`config.mk`:
```
export PLATFORM = sky130hd
export DESIGN_NAME = gpr_wb_ctrl
export DESIGN_NICKNAME = d
export VERILOG_FILES = /design/src/rtl/gpr_pkg.sv /design/src/rtl/gpr_wb_fifo.sv /design/src/rtl/gpr_wb_ctrl.sv
export SDC_FILE = /design/constraint.sdc
export NUM_CORES = 1
export LEC_CHECK = 0
export CAP_MARGIN = 15
export CORE_ASPECT_RATIO = 0.5
export CORE_MARGIN = 2
export CORE_UTILIZATION = 30
export DETAILED_ROUTE_END_ITERATION = 7
export SLEW_MARGIN = 20
export SYNTH_ARGS = -nofsm -noshare
export SYNTH_HDL_FRONTEND = slang
export SYNTH_SLANG_ARGS = --single-unit
```
`constraint.sdc`:
```
create_clock -name clk -period 5.35 [get_ports clk]
set_input_delay 1.605 -clock clk [delete_from_list [all_inputs] [get_ports clk]]
set_output_delay 1.605 -clock clk [all_outputs]
set_load 0.02 [all_outputs]
```
`src/rtl/gpr_pkg.sv`:
```
// rtl/gpr_pkg.sv - shared types and constants for the GPR write-back path
package gpr_pkg;
  localparam int GPR_AW = 5;
  localparam int GPR_DW = 32;

  typedef logic [GPR_AW-1:0] gpr_addr_t;

  localparam gpr_addr_t          REG_ZERO    = 5'd0;
  localparam gpr_addr_t          REG_OF      = 5'd30;
  localparam logic [GPR_DW-1:0]  OF_FLAG_VAL = 32'd1;

  typedef struct packed {
    gpr_addr_t         addr;
    logic [GPR_DW-1:0] data;
  } wb_req_t;

  localparam int REQ_W = $bits(wb_req_t);
endpackage

```
`src/rtl/gpr_wb_fifo.sv`:
```
// rtl/gpr_wb_fifo.sv - DEPTH-entry synchronous FIFO of write-back requests
// Push when full and pop when empty are ignored; pointers wrap modulo DEPTH (power of 2).
module gpr_wb_fifo
  import gpr_pkg::*;
#(
  parameter int DEPTH = 2
) (
  input  logic                          clk,
  input  logic                          rst,
  input  logic                          push,
  input  logic [REQ_W-1:0]              din,
  input  logic                          pop,
  output logic [REQ_W-1:0]              dout,
  output logic                          full,
  output logic                          empty,
  output logic [$clog2(DEPTH+1)-1:0]    count
);
  localparam int PW = (DEPTH > 1) ? $clog2(DEPTH) : 1;
  localparam int CW = $clog2(DEPTH + 1);

  logic [REQ_W-1:0] mem_q [DEPTH];
  logic [REQ_W-1:0] mem_d [DEPTH];
  logic [PW-1:0]    wr_ptr_q, wr_ptr_d;
  logic [PW-1:0]    rd_ptr_q, rd_ptr_d;
  logic [CW-1:0]    count_q, count_d;
  logic             do_push, do_pop;

  always_comb begin
    do_push  = push & (count_q != CW'(DEPTH));
    do_pop   = pop & (count_q != '0);
    mem_d    = mem_q;
    wr_ptr_d = wr_ptr_q;
    rd_ptr_d = rd_ptr_q;
    count_d  = count_q;
    if (do_push) begin
      mem_d[wr_ptr_q] = din;
      wr_ptr_d        = wr_ptr_q + PW'(1);
    end
    if (do_pop) begin
      rd_ptr_d = rd_ptr_q + PW'(1);
    end
    case ({do_push, do_pop})
      2'b10:   count_d = count_q + CW'(1);
      2'b01:   count_d = count_q - CW'(1);
      default: count_d = count_q;
    endcase
  end

  always_ff @(posedge clk) begin
    if (rst) begin
      wr_ptr_q <= '0;
      rd_ptr_q <= '0;
      count_q  <= '0;
    end else begin
      wr_ptr_q <= wr_ptr_d;
      rd_ptr_q <= rd_ptr_d;
      count_q  <= count_d;
    end
  end

  // Storage needs no reset: count gates every read of it.
  always_ff @(posedge clk) begin
    mem_q <= mem_d;
  end

  assign dout  = mem_q[rd_ptr_q];
  assign full  = (count_q == CW'(DEPTH));
  assign empty = (count_q == '0);
  assign count = count_q;
endmodule

```
`src/rtl/gpr_wb_ctrl.sv`:
```
// rtl/gpr_wb_ctrl.sv - GPR write-back controller: ALU/LSU merge, overflow flag write, busy scoreboard
// Define GPR_WB_BYPASS_EN to let an LSU word skip an empty FIFO when the ALU is idle.
module gpr_wb_ctrl
  import gpr_pkg::*;
#(
  parameter int DEPTH = 2,
  parameter int DW    = 32
) (
  input  logic          clk,
  input  logic          rst,
  input  logic          alu_valid,
  input  logic [4:0]    alu_waddr,
  input  logic [DW-1:0] alu_wdata,
  input  logic          alu_of,
  input  logic          lsu_valid,
  output logic          lsu_ready,
  input  logic [4:0]    lsu_waddr,
  input  logic [DW-1:0] lsu_wdata,
  input  logic          issue_valid,
  input  logic [4:0]    issue_waddr,
  input  logic [4:0]    rd_addr1,
  input  logic [4:0]    rd_addr2,
  output logic          stall,
  output logic          reg_we,
  output logic [4:0]    reg_waddr,
  output logic [DW-1:0] reg_wdata,
  output logic [31:0]   busy_vec
);
  localparam int CW = $clog2(DEPTH + 1);

  logic          reg_we_q, reg_we_d;
  gpr_addr_t     reg_waddr_q, reg_waddr_d;
  logic [DW-1:0] reg_wdata_q, reg_wdata_d;
  logic [31:0]   busy_q, busy_d;

  logic          lsu_acc, lsu_byp, fifo_push, fifo_pop;
  logic          fifo_full, fifo_empty;
  logic [CW-1:0] fifo_count;
  logic [REQ_W-1:0] fifo_dout;
  wb_req_t       head, lsu_req;
  logic          clr_en;
  gpr_addr_t     clr_addr;

  assign lsu_ready = (fifo_count != CW'(DEPTH)) & ~rst;
  assign lsu_acc   = lsu_valid & lsu_ready;
  assign lsu_req   = '{addr: lsu_waddr, data: lsu_wdata};
  assign head      = wb_req_t'(fifo_dout);

`ifdef GPR_WB_BYPASS_EN
  assign lsu_byp = lsu_acc & fifo_empty & ~alu_valid;
`else
  assign lsu_byp = 1'b0;
`endif

  assign fifo_push = lsu_acc & ~lsu_byp & ~fifo_full;
  assign fifo_pop  = ~alu_valid & ~fifo_empty;

  gpr_wb_fifo #(.DEPTH(DEPTH)) u_fifo (
    .clk   (clk),
    .rst   (rst),
    .push  (fifo_push),
    .din   (lsu_req),
    .pop   (fifo_pop),
    .dout  (fifo_dout),
    .full  (fifo_full),
    .empty (fifo_empty),
    .count (fifo_count)
  );

  always_comb begin
    reg_we_d    = 1'b0;
    reg_waddr_d = reg_waddr_q;
    reg_wdata_d = reg_wdata_q;
    clr_en      = 1'b0;
    clr_addr    = REG_ZERO;
    if (alu_valid) begin
      reg_waddr_d = alu_of ? REG_OF : alu_waddr;
      reg_wdata_d = alu_of ? OF_FLAG_VAL : alu_wdata;
      reg_we_d    = (reg_waddr_d != REG_ZERO);
    end else if (fifo_pop) begin
      reg_waddr_d = head.addr;
      reg_wdata_d = head.data;
      reg_we_d    = (head.addr != REG_ZERO);
      clr_en      = 1'b1;
      clr_addr    = head.addr;
    end else if (lsu_byp) begin
      reg_waddr_d = lsu_waddr;
      reg_wdata_d = lsu_wdata;
      reg_we_d    = (lsu_waddr != REG_ZERO);
      clr_en      = 1'b1;
      clr_addr    = lsu_waddr;
    end

    // Clear first so a same-cycle issue to the retiring register stays busy.
    busy_d = busy_q;
    if (clr_en) busy_d[clr_addr] = 1'b0;
    if (issue_valid && issue_waddr != REG_ZERO) busy_d[issue_waddr] = 1'b1;
  end

  always_ff @(posedge clk) begin
    if (rst) begin
      reg_we_q    <= 1'b0;
      reg_waddr_q <= REG_ZERO;
      reg_wdata_q <= '0;
      busy_q      <= '0;
    end else begin
      reg_we_q    <= reg_we_d;
      reg_waddr_q <= reg_waddr_d;
      reg_wdata_q <= reg_wdata_d;
      busy_q      <= busy_d;
    end
  end

  assign stall     = busy_q[rd_addr1] | busy_q[rd_addr2];
  assign reg_we    = reg_we_q;
  assign reg_waddr = reg_waddr_q;
  assign reg_wdata = reg_wdata_q;
  assign busy_vec  = busy_q;
endmodule

```
==> flow_summary.yaml, run 1 <==
synth:
  synth.distinct_cells: 49
  synth_area_leaders: "edfxtp_1 35%, dfxtp_1 24%, mux2i_1 6.2%"
  synth_ff_type: "edfxtp_1"
  yosys.area.top_type: "edfxtp_1"
  ys_ff_latch: 148
  synth.cell_area_um2: 6279
  synth_edf_count: 74
  ys_async_sr_fraction_pct: 0
  ys_warn_count: 0
  synth_area_per_cell_um2: 11.25
  syn_inst: 558
  yosysSeqAreaShare_pct: 58.99
  yosysTopAreaCellShare_pct: 35.39
  syn_nets: 654
sta:
  fin_ws_ns: 0.1550
  rsz0062_at_grt: "false"
  fin_crit_ns: 5.195
  fin_hold_ws_ns: 0.4495
  skew_ns: 0.01047
  period_share_pct: 97.10
  hold_viol_final: 0
  max_freq_mhz: 192.5
  maxSlewViolCount: 0
  setup_tns_ns: 0
  tightest_slew_ns: 1.021
  slew_headroom_pct: 31.76
  setup_viol: 0
die:
  rows: 37
  fp.coreArea_um2: 20550
  die_y_um: 106.3
  start_util_pct: 30.55
  ios: 167
  die_x_um: 208.6
  die_area_um2: 22170
place:
  place_congestion: 0.8287
  post-place-ws_ns: -0.2223
  hpwlAfterDp_mm: 12.51
  dp.cells: 976
  port_buffers: 166
  place_area_um2: 8232
layout:
  antennaDiodeCount: 0
  nets: 818
  fin_util_pct: 42.91
  finalNonFillerCells: 1008
  drive_gt1_share_pct: 8.163
  seq_area_um2: 3705
  fillers: 2004
  syn_to_final_growth_pct: 40.47
  final_cell_area_um2: 8820
  multi_input_area_um2: 2411
job:
  max_cap_viol_count: 0
min_path:
  worst_hold_path_type: "reg2reg"
setup_path:
  arrival_ns: 3.59
  cp.required_ns: 3.74
  cp-start-kind: "input pin"
  crit_path_end_kind: "output pin"
  worstSetupPathType: "in2out"
  path_max_fanout: 7
clocking:
  htreeDepth: 4
  cts_inserted_buffers: 17
  cts_setup_buffers: 0
  cts_hold_buf: 0
  clockBufferDepth: 2
  clk_latency_ns: 0.42
  clock-sinks: 148
  cts_root_buffer: "clkbuf_16"
  cts_tree: "done"
  path_clk_slew_ns: 0.06
global_route:
  grt_max_degree: 75
  grt_util_all_layers_pct: 16.29
  grt_pass1_vias: 5050
  antenna_found_initial: 0
  grt-ovfl-total: 0
  grt_pass1_wl_mm: 27.97
detailed_routing:
  vias: 5063
  drc: 0
  avgViaCountPerCell: 5.023
  drt_wl_total_mm: 17.79
  drtIter0Drc: 296
  wire_per_inst_um: 17.65
  first_pass_iters: 5
  ant_nets: 0
power:
  p_per_area_nw_per_um2: 370.9
  power.total_mw: 3.272
  power.leakage_nw: 2.989
  peakVddDrop_mv: 0.2551
status:
  status: "completed"
## final timing paths
path | endpoint | start | depth (start not counted) | slack [ns]
setup / recovery | stall | rd_addr1[0] | 8 | 0.16
hold / removal | reg_wdata[4] | reg_wdata[4] | 2 | 0.45
setup reg to reg | u_fifo.count[1] | u_fifo.count[0] | 5 | 2.99
hold reg to reg | reg_wdata[4] | reg_wdata[4] | 2 | 0.45
## layer usage
layer,routed length (um),share of wire [%],global-route usage [%]
met1,8063,45,21.36
met2,8775,49,27.40
met3,737,4.1,2.777
met4,215,1.2,5.663
met5,0,0,0
## cell families (layout without fill, tap and decap cells)
family                   after synthesis  count (layout)  synth area share (%)
AND/OR/NAND/NOR                      173             173                 12.38
flip-flops                           148             148                 58.99
AO/OA/AOI/OAI                        139             139                 13.57
multiplexers                          55              55                 11.42
buffers and inverters                 38             215                 2.889
XOR/XNOR                               4               4                0.5581
adder cells (fa/ha/maj)                1               1                0.1993
## synthesized netlist by cell type (5+ instances only)
master / number
inv_1: 6
nand2_1: 63
a21oi_1: 50
nor2b_1: 8
dfxtp_1: 74
clkbuf_1: 18
nor2_1: 69
o21ai_0: 46
mux4_2: 5
mux2_2: 5
and3_1: 5
mux2i_1: 39
buf_2: 7
edfxtp_1: 74
mux4_1: 6
nor3b_1: 6
a221oi_1: 26
## sequential cells by signal (all words and copies together), names as in the netlist
| register | cells |
|---|---|
| u_fifo.count | 2 |
| u_fifo.mem_q | 74 |
| u_fifo.wr_ptr_q | 1 |
| busy_vec | 32 |
| u_fifo.rd_ptr_q | 1 |
| reg_waddr | 5 |
| reg_we | 1 |
| reg_wdata | 32 |
## worst max-delay path: stages
cell and delay [ns]:
clkdlybuf4s50_1 0.49, buf_6 0.14, mux4_1 0.56, nor2_1 0.11, a311oi_1 0.06, a311oi_1 0.32, nand4_1 0.13, buf_2 0.18
## report_power, final
| part | switching, mW | internal, mW |
|---|---|---|
| combinational | 0.382 | 0.324 |
| clock | 0.490 | 0.703 |
| sequential | 0.0777 | 1.29 |
| total | 0.950 | 2.32 |
## final cells by class
type	instances	share of cell area (%)
timing repair buffer	177	19.85
sequential	148	42.01
multi-input combinational	372	27.34
tap	273	3.873
clock inverter	14	1.702
clock buffer	18	4.979
inverter	6	0.2554
## layout by cell type (no fill, tap or decap), types with 6 or more instances in the layout
cell             instances
buf_4                    9
a21oi_1                 50
mux2i_1                 39
clkdlybuf4s50_1        164
nor3b_1                  6
nor2_1                  68
a221oi_1                26
dfxtp_1                 73
nand2_1                 63
nor2b_1                  7
inv_1                    6
o21ai_0                 46
clkbuf_16               17
mux4_1                   6
edfxtp_1                74
## repair_timing
action	4_1_cts	5_1_grt
resized for setup	1	4
endpoints found under the setup margin	1	1
cloned	0	0
pin swaps	1	2
Power figures use the tool's default switching activity.
==> inputs of run 2 (changes only) <==
--- a/config.mk
+++ b/config.mk
@@ -5,7 +5,6 @@
 export SDC_FILE = /design/constraint.sdc
 export NUM_CORES = 1
 export LEC_CHECK = 0
-export CAP_MARGIN = 15
 export CORE_ASPECT_RATIO = 0.5
 export CORE_MARGIN = 2
 export CORE_UTILIZATION = 30
==> results of run 2 <==
Final layout, timing and power as in run 1 (identical DEF).
==> inputs of run 3 (changes only) <==
--- a/config.mk
+++ b/config.mk
@@ -8,6 +8,7 @@
 export CORE_ASPECT_RATIO = 0.5
 export CORE_MARGIN = 2
 export CORE_UTILIZATION = 30
+export CTS_BUF_LIST = sky130_fd_sc_hd__clkbuf_16
 export DETAILED_ROUTE_END_ITERATION = 7
 export SLEW_MARGIN = 20
 export SYNTH_ARGS = -nofsm -noshare
==> flow_summary.yaml, run 3 (same netlist as run 1, synthesis figures left out) <==
power:
  power.leakage_nw: 2.983
  peakVddDrop_mv: 0.2497
  p_per_area_nw_per_um2: 369.8
sta:
  hold_viol_final: 0
  fin_crit_ns: 5.195
  maxSlewViolCount: 0
  max_freq_mhz: 192.5
  setup_viol: 0
  tightest_slew_ns: 1.024
  skew_ns: 0.01167
  slew_headroom_pct: 31.61
  rsz0062_at_grt: "false"
  setup_tns_ns: 0
  period_share_pct: 97.11
clocking:
  cts_inserted_buffers: 17
  htreeDepth: 4
  cts_tree: "done"
  clockBufferDepth: 2
  cts_hold_buf: 0
  clk_latency_ns: 0.42
  path_clk_slew_ns: 0.06
  clock-sinks: 148
  cts_root_buffer: "clkbuf_16"
layout:
  antennaDiodeCount: 0
  syn_to_final_growth_pct: 40.31
  nets: 818
  drive_gt1_share_pct: 8.027
  final_common_cell: "clkdlybuf4s50_1"
  finalNonFillerCells: 1008
  largest_register_ff_count: 74
  regMostFlops: "u_fifo.mem_q"
  mostFrequentLayoutCells: "164 x clkdlybuf4s50_1, 74 x edfxtp_1, 73 x dfxtp_1"
global_route:
  grt_pass1_wl_mm: 27.96
  grt_util_all_layers_pct: 16.28
  grt-ovfl-total: 0
  antenna_found_initial: 0
  grt_max_degree: 75
  grt_pass1_vias: 5049
die:
  start_util_pct: 30.55
  die_y_um: 106.3
  ios: 167
  die_area_um2: 22170
  fp.coreArea_um2: 20550
  rows: 37
  die_x_um: 208.6
detailed_routing:
  wire_per_inst_um: 17.63
  drc: 0
  avgViaCountPerCell: 5.024
  vias: 5064
  ant_nets: 0
  drt_wl_total_mm: 17.77
  first_pass_iters: 5
  drtIter0Drc: 289
min_path:
  holdPathStages: 2
  worst_hold_path_type: "reg2reg"
  hold_path.startpoint: "reg_wdata[4]"
  whs_endpoint: "reg_wdata[4]"
setup_path:
  cp_cell_sequence: "clkdlybuf4s50_1 > buf_6 > mux4_1 > nor2_1 > a311oi_1 > a311oi_1 > nand4_1 > buf_2"
  critical_path_buf_inv_count: 3
  crit_path_end_kind: "output pin"
  cp_slowest_cell: "mux4_1"
  worstSetupPathType: "in2out"
  reg2reg_from: "u_fifo.count[0]"
  r2r_slack_ns: 3.00
  critPathMaxStageDelay_ns: 0.56
  cp-start-kind: "input pin"
  r2r_cells: 5
  path_common_cell: "a311oi_1"
  path_max_fanout: 7
  crit_family: "buffers and inverters"
  arrival_ns: 3.59
  cp.required_ns: 3.74
  r2r_end: "u_fifo.count[1]"
status:
  status: "completed"
place:
  port_buffers: 166
  dp.cells: 976
  place_congestion: 0.8287
  hpwlAfterDp_mm: 12.51
job:
  max_cap_viol_count: 0
==> run 3: cell count changes in the layout (fill, tap and decap cells not counted) <==
| cell | delta |
|---|---|
| clkbuf_8 | -1 |
| clkinv_1 | +1 |
==> run 3: routing by layer <==
metal,GRT usage [%],wire length [um],vias to the layer above
li1,-,-,2396
met1,21.36,8079,2516
met2,27.38,8721,133
met3,2.777,728,19
met4,5.663,243,0
met5,0,0,-
==> run 3: worst max-delay path by stage <==
stage                 from  endpoint  slack [ns]  depth (start not counted)
6_report       rd_addr1[0]     stall        0.15                          8
5_1_grt        rd_addr1[0]     stall        0.01                          8
4_1_cts        rd_addr1[0]     stall        0.03                          8
3_5_place_dp   rd_addr1[0]     stall       -0.22                          8
3_3_place_gp   rd_addr1[0]     stall       -0.24                          8
2_1_floorplan  rd_addr1[0]     stall        0.86                          6
==> run 3: through the flow <==
stage               hold WS (ns)  utilization, %  area (um2)  worst slack (ns)  total power [mW]
CTS                       0.4526           42.86        8810           0.02556             3.292
floorplan                 0.4932               -        6279            0.8574             1.806
detailed placement        0.4437           40.05        8232           -0.2223             2.112
global placement          0.4427           40.05        8232           -0.2415             2.100
finish                    0.4488           42.86        8810            0.1549             3.257
global route              0.4681           42.86        8810           0.01195             3.418
==> run 3: worst min-delay path: cells and delay by family, from the launching register on <==
| family | cells | cell delay (ns) |
|---|---|---|
| simple gates | 1 | 0.05 |
| flops | 1 | 0.30 |
| compound gates | 1 | 0.05 |
==> run 3: what timing repair did <==
action	CTS	global route
resized for setup	1	4
pin swaps	1	2
setup endpoints to repair	1	1
buffers inserted	0	0
==> run 3: where the power goes <==
group	total, mW	leakage [nW]	switching [mW]	internal (mW)
clock	1.18	0.281	0.491	0.689
sequential	1.37	1.28	0.0778	1.29
combinational	0.706	1.42	0.381	0.324
==> run 3: cell type report <==
| class | instances | area (um2) |
|---|---|---|
| Fill cell | 2005 | 11750 |
| Inverter | 6 | 22.52 |
| Multi-Input combinational cell | 372 | 2411 |
| Tap cell | 273 | 341.6 |
| Clock inverter | 15 | 153.9 |
| Clock buffer | 17 | 425.4 |
| Sequential cell | 148 | 3705 |
| Timing Repair Buffer | 177 | 1750 |
